===== src/rtl/lvds_rx_deframer_if.sv =====
`timescale 1ns/1ps
// ---------------------------------------------------------------------------
// lvds_rx_deframer_if
// Write-side bundle between the LVDS deframer and the RX async FIFO.
//   o_fifo_write_clk : FIFO write clock (the DDR clock, forwarded)
//   o_fifo_push      : one-cycle write strobe
//   o_fifo_data      : 32-bit word {SYNC_I, I[13:0], SYNC_Q, Q[13:0]}
//   i_fifo_full      : FIFO full flag, returned to the deframer
// Signal names are given from the deframer's point of view.
// master = deframer, slave = FIFO.
// ---------------------------------------------------------------------------
interface lvds_rx_deframer_if;
    logic        o_fifo_write_clk;
    logic        o_fifo_push;
    logic [31:0] o_fifo_data;
    logic        i_fifo_full;

    modport master (
        output o_fifo_write_clk,
        output o_fifo_push,
        output o_fifo_data,
        input  i_fifo_full
    );

    modport slave (
        input  o_fifo_write_clk,
        input  o_fifo_push,
        input  o_fifo_data,
        output i_fifo_full
    );
endinterface


===== src/rtl/lvds_rx_deframer.sv =====
`timescale 1ns/1ps
// ---------------------------------------------------------------------------
// lvds_rx_deframer
// Deserialises a 2-bit-per-clock LVDS stream (MSB dibit first) into 32-bit
// I/Q words. A word starts on SYNC_I and must carry SYNC_Q at dibit 8.
// Complete words are pushed into the RX FIFO. The block runs entirely in the
// DDR clock domain.
// Ports:
//   i_ddr_clk      : DDR-domain clock, rising edge
//   i_rst          : asynchronous active-high reset
//   i_ddr_data     : one dibit per clock, bit 1 is the more significant
//   i_rx_enable    : reception gate; low forces IDLE and drops a partial word
//   fifo           : FIFO write bundle (write clock, push, data, full)
//   o_overflow_cnt : saturating count of words dropped on FIFO full
//   o_sync_err_cnt : saturating count of frames aborted on a bad SYNC_Q
//   o_debug_state  : registered state, 00 IDLE / 01 I_PHASE / 10 Q_PHASE
// ---------------------------------------------------------------------------
module lvds_rx_deframer #(
    parameter logic [1:0] SYNC_I = 2'b10,
    parameter logic [1:0] SYNC_Q = 2'b01,
    parameter int         CNT_W  = 8
) (
    input  logic               i_ddr_clk,
    input  logic               i_rst,
    input  logic [1:0]         i_ddr_data,
    input  logic               i_rx_enable,
    lvds_rx_deframer_if.master fifo,
    output logic [CNT_W-1:0]   o_overflow_cnt,
    output logic [CNT_W-1:0]   o_sync_err_cnt,
    output logic [1:0]         o_debug_state
);

    typedef enum logic [1:0] {
        ST_IDLE = 2'b00,
        ST_I    = 2'b01,
        ST_Q    = 2'b10
    } state_t;

    localparam logic [CNT_W-1:0] CNT_ONE = {{(CNT_W-1){1'b0}}, 1'b1};

    // Increment that sticks at all-ones instead of wrapping.
    function automatic logic [CNT_W-1:0] sat_inc(input logic [CNT_W-1:0] v);
        return (&v) ? v : (v + CNT_ONE);
    endfunction

    state_t             r_state;
    logic [3:0]         r_k;          // index of the dibit expected next
    logic [29:0]        r_shift;      // dibits 0..14 of the word being built
    logic               r_push;
    logic [31:0]        r_data;
    logic [CNT_W-1:0]   r_ovf_cnt;
    logic [CNT_W-1:0]   r_err_cnt;

    state_t             w_state_next;
    logic               w_shift;      // current dibit belongs to the word
    logic               w_sync_err;   // dibit 8 is not SYNC_Q
    logic               w_word_done;  // current dibit is dibit 15

    assign fifo.o_fifo_write_clk = i_ddr_clk;
    assign fifo.o_fifo_push      = r_push;
    assign fifo.o_fifo_data      = r_data;
    assign o_overflow_cnt        = r_ovf_cnt;
    assign o_sync_err_cnt        = r_err_cnt;

    // State register
    always_ff @(posedge i_ddr_clk or posedge i_rst) begin
        if (i_rst) begin
            r_state <= ST_IDLE;
        end else begin
            r_state <= w_state_next;
        end
    end

    // Next-state and per-dibit decode
    always_comb begin
        w_state_next = r_state;
        w_shift      = 1'b0;
        w_sync_err   = 1'b0;
        w_word_done  = 1'b0;
        if (!i_rx_enable) begin
            // Disable drops any partial word silently; it is not a sync error.
            w_state_next = ST_IDLE;
        end else begin
            case (r_state)
                ST_IDLE: begin
                    if (i_ddr_data == SYNC_I) begin
                        w_shift      = 1'b1;
                        w_state_next = ST_I;
                    end
                end
                ST_I: begin
                    w_shift = 1'b1;
                    if (r_k == 4'd7) begin
                        w_state_next = ST_Q;
                    end
                end
                ST_Q: begin
                    if ((r_k == 4'd8) && (i_ddr_data != SYNC_Q)) begin
                        // The offending dibit is consumed here, so it is never
                        // reconsidered as the start of a new word.
                        w_sync_err   = 1'b1;
                        w_state_next = ST_IDLE;
                    end else begin
                        w_shift = 1'b1;
                        if (r_k == 4'd15) begin
                            w_word_done  = 1'b1;
                            w_state_next = ST_IDLE;
                        end
                    end
                end
                default: begin
                    w_state_next = ST_IDLE;
                end
            endcase
        end
    end

    // Outputs decoded from the registered state
    always_comb begin
        o_debug_state = r_state;
    end

    // Datapath: shift register, dibit index, word output and counters
    always_ff @(posedge i_ddr_clk or posedge i_rst) begin
        if (i_rst) begin
            r_k       <= 4'd0;
            r_shift   <= 30'd0;
            r_push    <= 1'b0;
            r_data    <= 32'd0;
            r_ovf_cnt <= '0;
            r_err_cnt <= '0;
        end else begin
            r_push <= 1'b0;

            if (w_state_next == ST_IDLE) begin
                r_k <= 4'd0;
            end else if (w_shift) begin
                r_k <= r_k + 4'd1;
            end

            if (w_shift) begin
                if (r_state == ST_IDLE) begin
                    r_shift <= {28'd0, SYNC_I};
                end else begin
                    r_shift <= {r_shift[27:0], i_ddr_data};
                end
            end

            // Full is only looked at on the dibit-15 edge.
            if (w_word_done) begin
                r_data <= {r_shift, i_ddr_data};
                r_push <= ~fifo.i_fifo_full;
                if (fifo.i_fifo_full) begin
                    r_ovf_cnt <= sat_inc(r_ovf_cnt);
                end
            end

            if (w_sync_err) begin
                r_err_cnt <= sat_inc(r_err_cnt);
            end
        end
    end

endmodule


===== src/flat_wrapper.sv =====
// flat-port wrapper written by rule: the top's interface ports become plain ports
module lvds_rx_deframer_flat 
#(
    parameter logic [1:0] SYNC_I = 2'b10,
    parameter logic [1:0] SYNC_Q = 2'b01,
    parameter int         CNT_W  = 8
)
  (i_ddr_clk, i_rst, i_ddr_data, i_rx_enable, o_overflow_cnt, o_sync_err_cnt, o_debug_state, fifo_o_fifo_write_clk, fifo_o_fifo_push, fifo_o_fifo_data, fifo_i_fifo_full);
  lvds_rx_deframer_if fifo_i ();
  input  logic i_ddr_clk;
  input  logic i_rst;
  input  logic [1:0] i_ddr_data;
  input  logic i_rx_enable;
  output logic [CNT_W-1:0] o_overflow_cnt;
  output logic [CNT_W-1:0] o_sync_err_cnt;
  output logic [1:0] o_debug_state;
  output wire logic [$bits(fifo_i.o_fifo_write_clk)-1:0] fifo_o_fifo_write_clk;
  output wire logic [$bits(fifo_i.o_fifo_push)-1:0] fifo_o_fifo_push;
  output wire logic [$bits(fifo_i.o_fifo_data)-1:0] fifo_o_fifo_data;
  input wire logic [$bits(fifo_i.i_fifo_full)-1:0] fifo_i_fifo_full;
  assign fifo_o_fifo_write_clk = fifo_i.o_fifo_write_clk;
  assign fifo_o_fifo_push = fifo_i.o_fifo_push;
  assign fifo_o_fifo_data = fifo_i.o_fifo_data;
  assign fifo_i.i_fifo_full = fifo_i_fifo_full;
  lvds_rx_deframer #(.SYNC_I(SYNC_I), .SYNC_Q(SYNC_Q), .CNT_W(CNT_W)) u_core (.i_ddr_clk(i_ddr_clk), .i_rst(i_rst), .i_ddr_data(i_ddr_data), .i_rx_enable(i_rx_enable), .fifo(fifo_i), .o_overflow_cnt(o_overflow_cnt), .o_sync_err_cnt(o_sync_err_cnt), .o_debug_state(o_debug_state));
endmodule

===== config.mk =====
export PLATFORM = sky130hd
export DESIGN_NAME = lvds_rx_deframer_flat
export DESIGN_NICKNAME = d
export VERILOG_FILES = /design/src/rtl/lvds_rx_deframer_if.sv /design/src/rtl/lvds_rx_deframer.sv /design/src/flat_wrapper.sv
export SDC_FILE = /design/constraint.sdc
export NUM_CORES = 1
export LEC_CHECK = 0
export ABC_AREA = 0
export BUFFER_PORTS_ARGS = -buffer_cell sky130_fd_sc_hd__buf_2
export CAP_MARGIN = 20
export CORE_ASPECT_RATIO = 0.8
export CORE_UTILIZATION = 35
export DETAILED_ROUTE_END_ITERATION = 10
export SYNTH_ARGS = -nofsm -noshare
export SYNTH_HDL_FRONTEND = slang
export SYNTH_SLANG_ARGS = --single-unit
export TNS_END_PERCENT = 30

===== constraint.sdc =====
create_clock -name i_ddr_clk -period 5.7 [get_ports i_ddr_clk]
set_input_delay 0.285 -clock i_ddr_clk [delete_from_list [all_inputs] [get_ports i_ddr_clk]]
set_output_delay 0.285 -clock i_ddr_clk [all_outputs]
set_load 0.02 [all_outputs]

### Word-level counts from Yosys, hierarchy flattened

Cells that the tools add are included.

| word-level totals | value |
|---|---|
| flip-flop bits (word level) | 85 |
| output and inout bits | 52 |
| word-level logic and storage cells | 49 |

| operators by class | value |
|---|---|
| $add $sub $neg | 3 |
| equality and inequality tests | 7 |
| multiplexer cells | 21 |
| bitwise logic cells | 3 |
| reduce and logical (&&, ||, !) cells | 8 |

Operators with widths:

| cell | count |
|---|---|
| two-way mux 30 bit | 1 |
| adder 8 x 1 -> 8 bit, second input constant | 2 |
| AND reduction 8 bit | 2 |
| two-way mux 1 bit | 11 |
| two-way mux 2 bit | 5 |
| == test 4 bit, second input constant | 2 |
| two-way mux 4 bit | 2 |
| case mux 2 bit (3 select lines) | 1 |
| adder 4 x 1 -> 4 bit, second input constant | 1 |
| == test 2 bit, second input constant | 2 |
| == test 4 x 3 -> 1 bit, second input constant | 1 |
| zero test 2 bit | 2 |
| inverter 1 bit | 3 |
| case mux 1 bit (3 select lines) | 1 |
| AND reduction 3 bit | 1 |
| == test 2 x 1 -> 1 bit, second input constant | 1 |
| inequality test 2 x 1 -> 1 bit, second input constant | 1 |
| AND reduction 2 bit | 1 |
| nonzero test 2 bit | 1 |
| logical AND 1 bit | 1 |

### Depth between registers and ports, before layout

| depth | value |
|---|---|
| word-level depth | 7 |
| mapped depth | 8 |
| mapped depth without buffers | 6 |

==> results list <==
* Start-to-end type of the worst setup path: clk -> out
- Die Ht: between 90 and 100 microns
- Number of nets in the final layout: ~390
- Worst ir drop on vdd: 0.000229 V
- The first TritonRoute pass finished after 5 iterations.
* Net Count, Synth: 331
- Share of the synthesized area in the top cell type: 0.586
- sky130_fd_sc_hd__dfrtp_1 is the most common cell in the netlist.
- Setup TNS: 0 ns
- Hold timing on the final database bottoms out at a slack of 0.0433 ns.
- The HPWL after detailed placement is ~4500 microns.
* Library cell with the largest summed area after synthesis: sky130_fd_sc_hd__dfrtp_1
* Share of flip-flops with an asynchronous set or reset: 1.00
* Required time reported for the critical path endpoint: around 5.4 ns
* Number of remaining DRC errors: 0
- Transition time of the tightest slew-check pin: 0.935 ns
- Cell Rows: 32
* Post-synthesis register bit count: 85
- Most used DFF post-synth: sky130_fd_sc_hd__dfrtp_1
- After the first detailed-routing iteration, the DRC count stood at around 180.
- The synthesized design contains 0 enable-type register cells.
* Number of nets still failing antenna checks after routing: 0
- Most common library cells after synthesis: 85 x sky130_fd_sc_hd__dfrtp_1, 42 x sky130_fd_sc_hd__nand3_1, 37 x sky130_fd_sc_hd__nand2_1
* Gate count after technology mapping: 321
- Dividing the detail-routed wire length by the instance count gives about 14 microns.
- Port Buf Inserts: 57
- In this run the static leakage power is ~2.3 nW.
- Data arrives at the worst endpoint at around 3.2 ns.
- Outcome: complete, no violations
- Ant diodes: 0
- Once layout is complete, the cells apart from fillers number around 520.
- Of all nets on the critical path, the largest fanout is 2.
- Sequential-to-total area share from yosys stat: 0.586
- Number of placed cells counting well taps: about 500
* Critical Path Start Type: clock port
- The worst pin sits at a relative slew slack of 0.375.
- DRT Wirelength: roughly 7200 microns
- The floorplan step defined a die boundary enclosing 10800 sq um.
- Setup repair after global routing left no endpoint under its margin.
- Avg Cell Area, Syn: 11.3 sq um
- The clock reaches the later pin of the worst-skew pair after between 0.4 and 0.5 ns.
* Dominant cells by area after synthesis: sky130_fd_sc_hd__dfrtp_1 59%, sky130_fd_sc_hd__mux2_2 11%, sky130_fd_sc_hd__nand3_1 5.8%
- The final hold violation count came to 0.
- Initial antenna violation count: 0
* MaxCap Viol Count: 0
- Counting distinct cell types in the post-synthesis netlist gives 37.
- Gp weighted congestion: 0.856
- Layout cells sized above 1: 0.321
- Worst-path clk slew: ~0.060 ns
- Number of vias in the routed layout: between 2000 and 3000
- The number of gates resized after CTS was 0.
- Initial core utilization: 0.369
* Clock tree from TritonCTS: done
- Yosys warning total: 0
- The first global-routing pass estimated roughly 12000 microns of wire.
- Total congestion overflow: 0
- From left edge to right edge, the die measures between 100 and 150 microns.
- In this run the standard cell core region covers between 9000 and 10000 sq um.
- Endpoint type of the worst setup path: primary output
- Dividing total power by cell area gives a power density of 303 nW/um^2.
- Total global routing track utilization: 0.148
- Final slew viol count: 0
* Area growth from synthesis to layout: 23.1%
- Number of global-route vias before repair: 2423
- Routed vias/inst: about 5
- Setup violators final: 0
- Clock skew on the completed layout was measured at approximately 0.0039 ns.
- The cell area that synthesis handed to floorplanning was 3630 sq um.
* I/O pin count: just under 60
* Maximum number of pins on one net before global-route repair: 86
- The path class of the tightest hold or removal check is in -> reg.
## layout by cell type (no fill, tap or decap), types with 2 or more instances in the layout
cell | synthesis | layout
sky130_fd_sc_hd__a21o_1 | 2 | 2
sky130_fd_sc_hd__a21oi_1 | 2 | 2
sky130_fd_sc_hd__a22oi_1 | 4 | 4
sky130_fd_sc_hd__and4_1 | 3 | 3
sky130_fd_sc_hd__buf_2 | 4 | 57
sky130_fd_sc_hd__buf_4 | 1 | 4
sky130_fd_sc_hd__clkbuf_16 | 0 | 12
sky130_fd_sc_hd__clkinvlp_4 | 0 | 2
sky130_fd_sc_hd__dfrtp_1 | 85 | 85
sky130_fd_sc_hd__ha_1 | 4 | 4
sky130_fd_sc_hd__inv_1 | 7 | 6
sky130_fd_sc_hd__inv_6 | 0 | 2
sky130_fd_sc_hd__mux2_2 | 34 | 34
sky130_fd_sc_hd__nand2_1 | 37 | 37
sky130_fd_sc_hd__nand3_1 | 42 | 42
sky130_fd_sc_hd__nor2_1 | 5 | 4
sky130_fd_sc_hd__nor2b_1 | 3 | 3
sky130_fd_sc_hd__nor3_1 | 6 | 6
sky130_fd_sc_hd__nor4_1 | 4 | 4
sky130_fd_sc_hd__o211ai_1 | 4 | 4
sky130_fd_sc_hd__o21ai_0 | 33 | 31
sky130_fd_sc_hd__o21ai_2 | 0 | 2
sky130_fd_sc_hd__xnor2_1 | 3 | 3
sky130_fd_sc_hd__xor2_1 | 11 | 11
## state kept, by name, indices dropped and copies added (netlist names)
signal / count
u_core.o_sync_err_cnt: 8
u_core.r_k: 4
u_core.o_debug_state: 2
u_core.o_overflow_cnt: 8
u_core.fifo.o_fifo_push: 1
u_core.fifo.o_fifo_data: 32
u_core.r_shift: 30
## per-stage QoR
step,util,setup slack [ns],power (mW),area (sq um)
CTS,0.450,2.17,1.38,4440
detailed placement,0.412,2.43,0.680,4060
global route,0.454,2.17,1.41,4470
finish,0.454,2.17,1.36,4470
global placement,0.412,2.43,0.680,4060
floorplan,-,2.43,0.670,3630
## power breakdown
part / total, mW / leakage (nW) / switching, mW / internal, mW
clock network: 0.702 / 0.181 / 0.264 / 0.437
registers: 0.612 / 1.18 / 0.00436 / 0.607
logic: 0.0429 / 0.899 / 0.0321 / 0.0108
total: 1.36 / 2.26 / 0.301 / 1.06
## worst max-delay path: stages
cell and delay [ns]:
sky130_fd_sc_hd__clkbuf_16 0.12, sky130_fd_sc_hd__clkbuf_16 0.13, sky130_fd_sc_hd__buf_2 0.15
## worst paths after layout
kind	from	to	slack (ns)	cells after the start
worst max-delay path	i_ddr_clk	fifo_o_fifo_write_clk	2.17	3
worst max register to register	u_core.r_k[1]	u_core.fifo.o_fifo_data[10]	3.53	4
worst min register to register	u_core.o_sync_err_cnt[7]	u_core.o_sync_err_cnt[7]	0.48	1
max in group asynchronous	i_rst	u_core.o_sync_err_cnt[6]	4.70	5
worst min-delay path	fifo_i_fifo_full	u_core.fifo.o_fifo_push	0.04	2
min in group asynchronous	i_rst	u_core.fifo.o_fifo_data[24]	0.41	4
## cell families after synthesis
kind of cell    share of synthesized area
simple gates                        0.161
flops                               0.586
compound gates                     0.0727
mux                                 0.105
buf+inv                            0.0276
xor+xnor                           0.0338
fa+ha+maj                          0.0138
## layout make-up
class | count | area (sq um)
Fill cell | 931 | 5380
Sequential cell | 85 | 2130
Multi-Input combinational cell | 212 | 1420
Timing Repair Buffer | 62 | 348
Clock buffer | 14 | 309
Tap cell | 136 | 170
Clock inverter | 6 | 71.3
Inverter | 7 | 27.5
## what timing repair did
action / in CTS / in global routing
endpoints found under the hold margin: 0 / 20
buffers inserted: 0 / 0
hold buffers: 0 / 1
## routing by layer
metal | track usage | wire, microns | share of wire
met1 | 0.199 | 3500 | 0.48
met2 | 0.209 | 3270 | 0.45
met3 | 0.0609 | 367 | 0.051
met4 | 0.0588 | 79 | 0.011
met5 | 0 | 0 | 0
No activity file was read; power rests on OpenSTA's default activity.
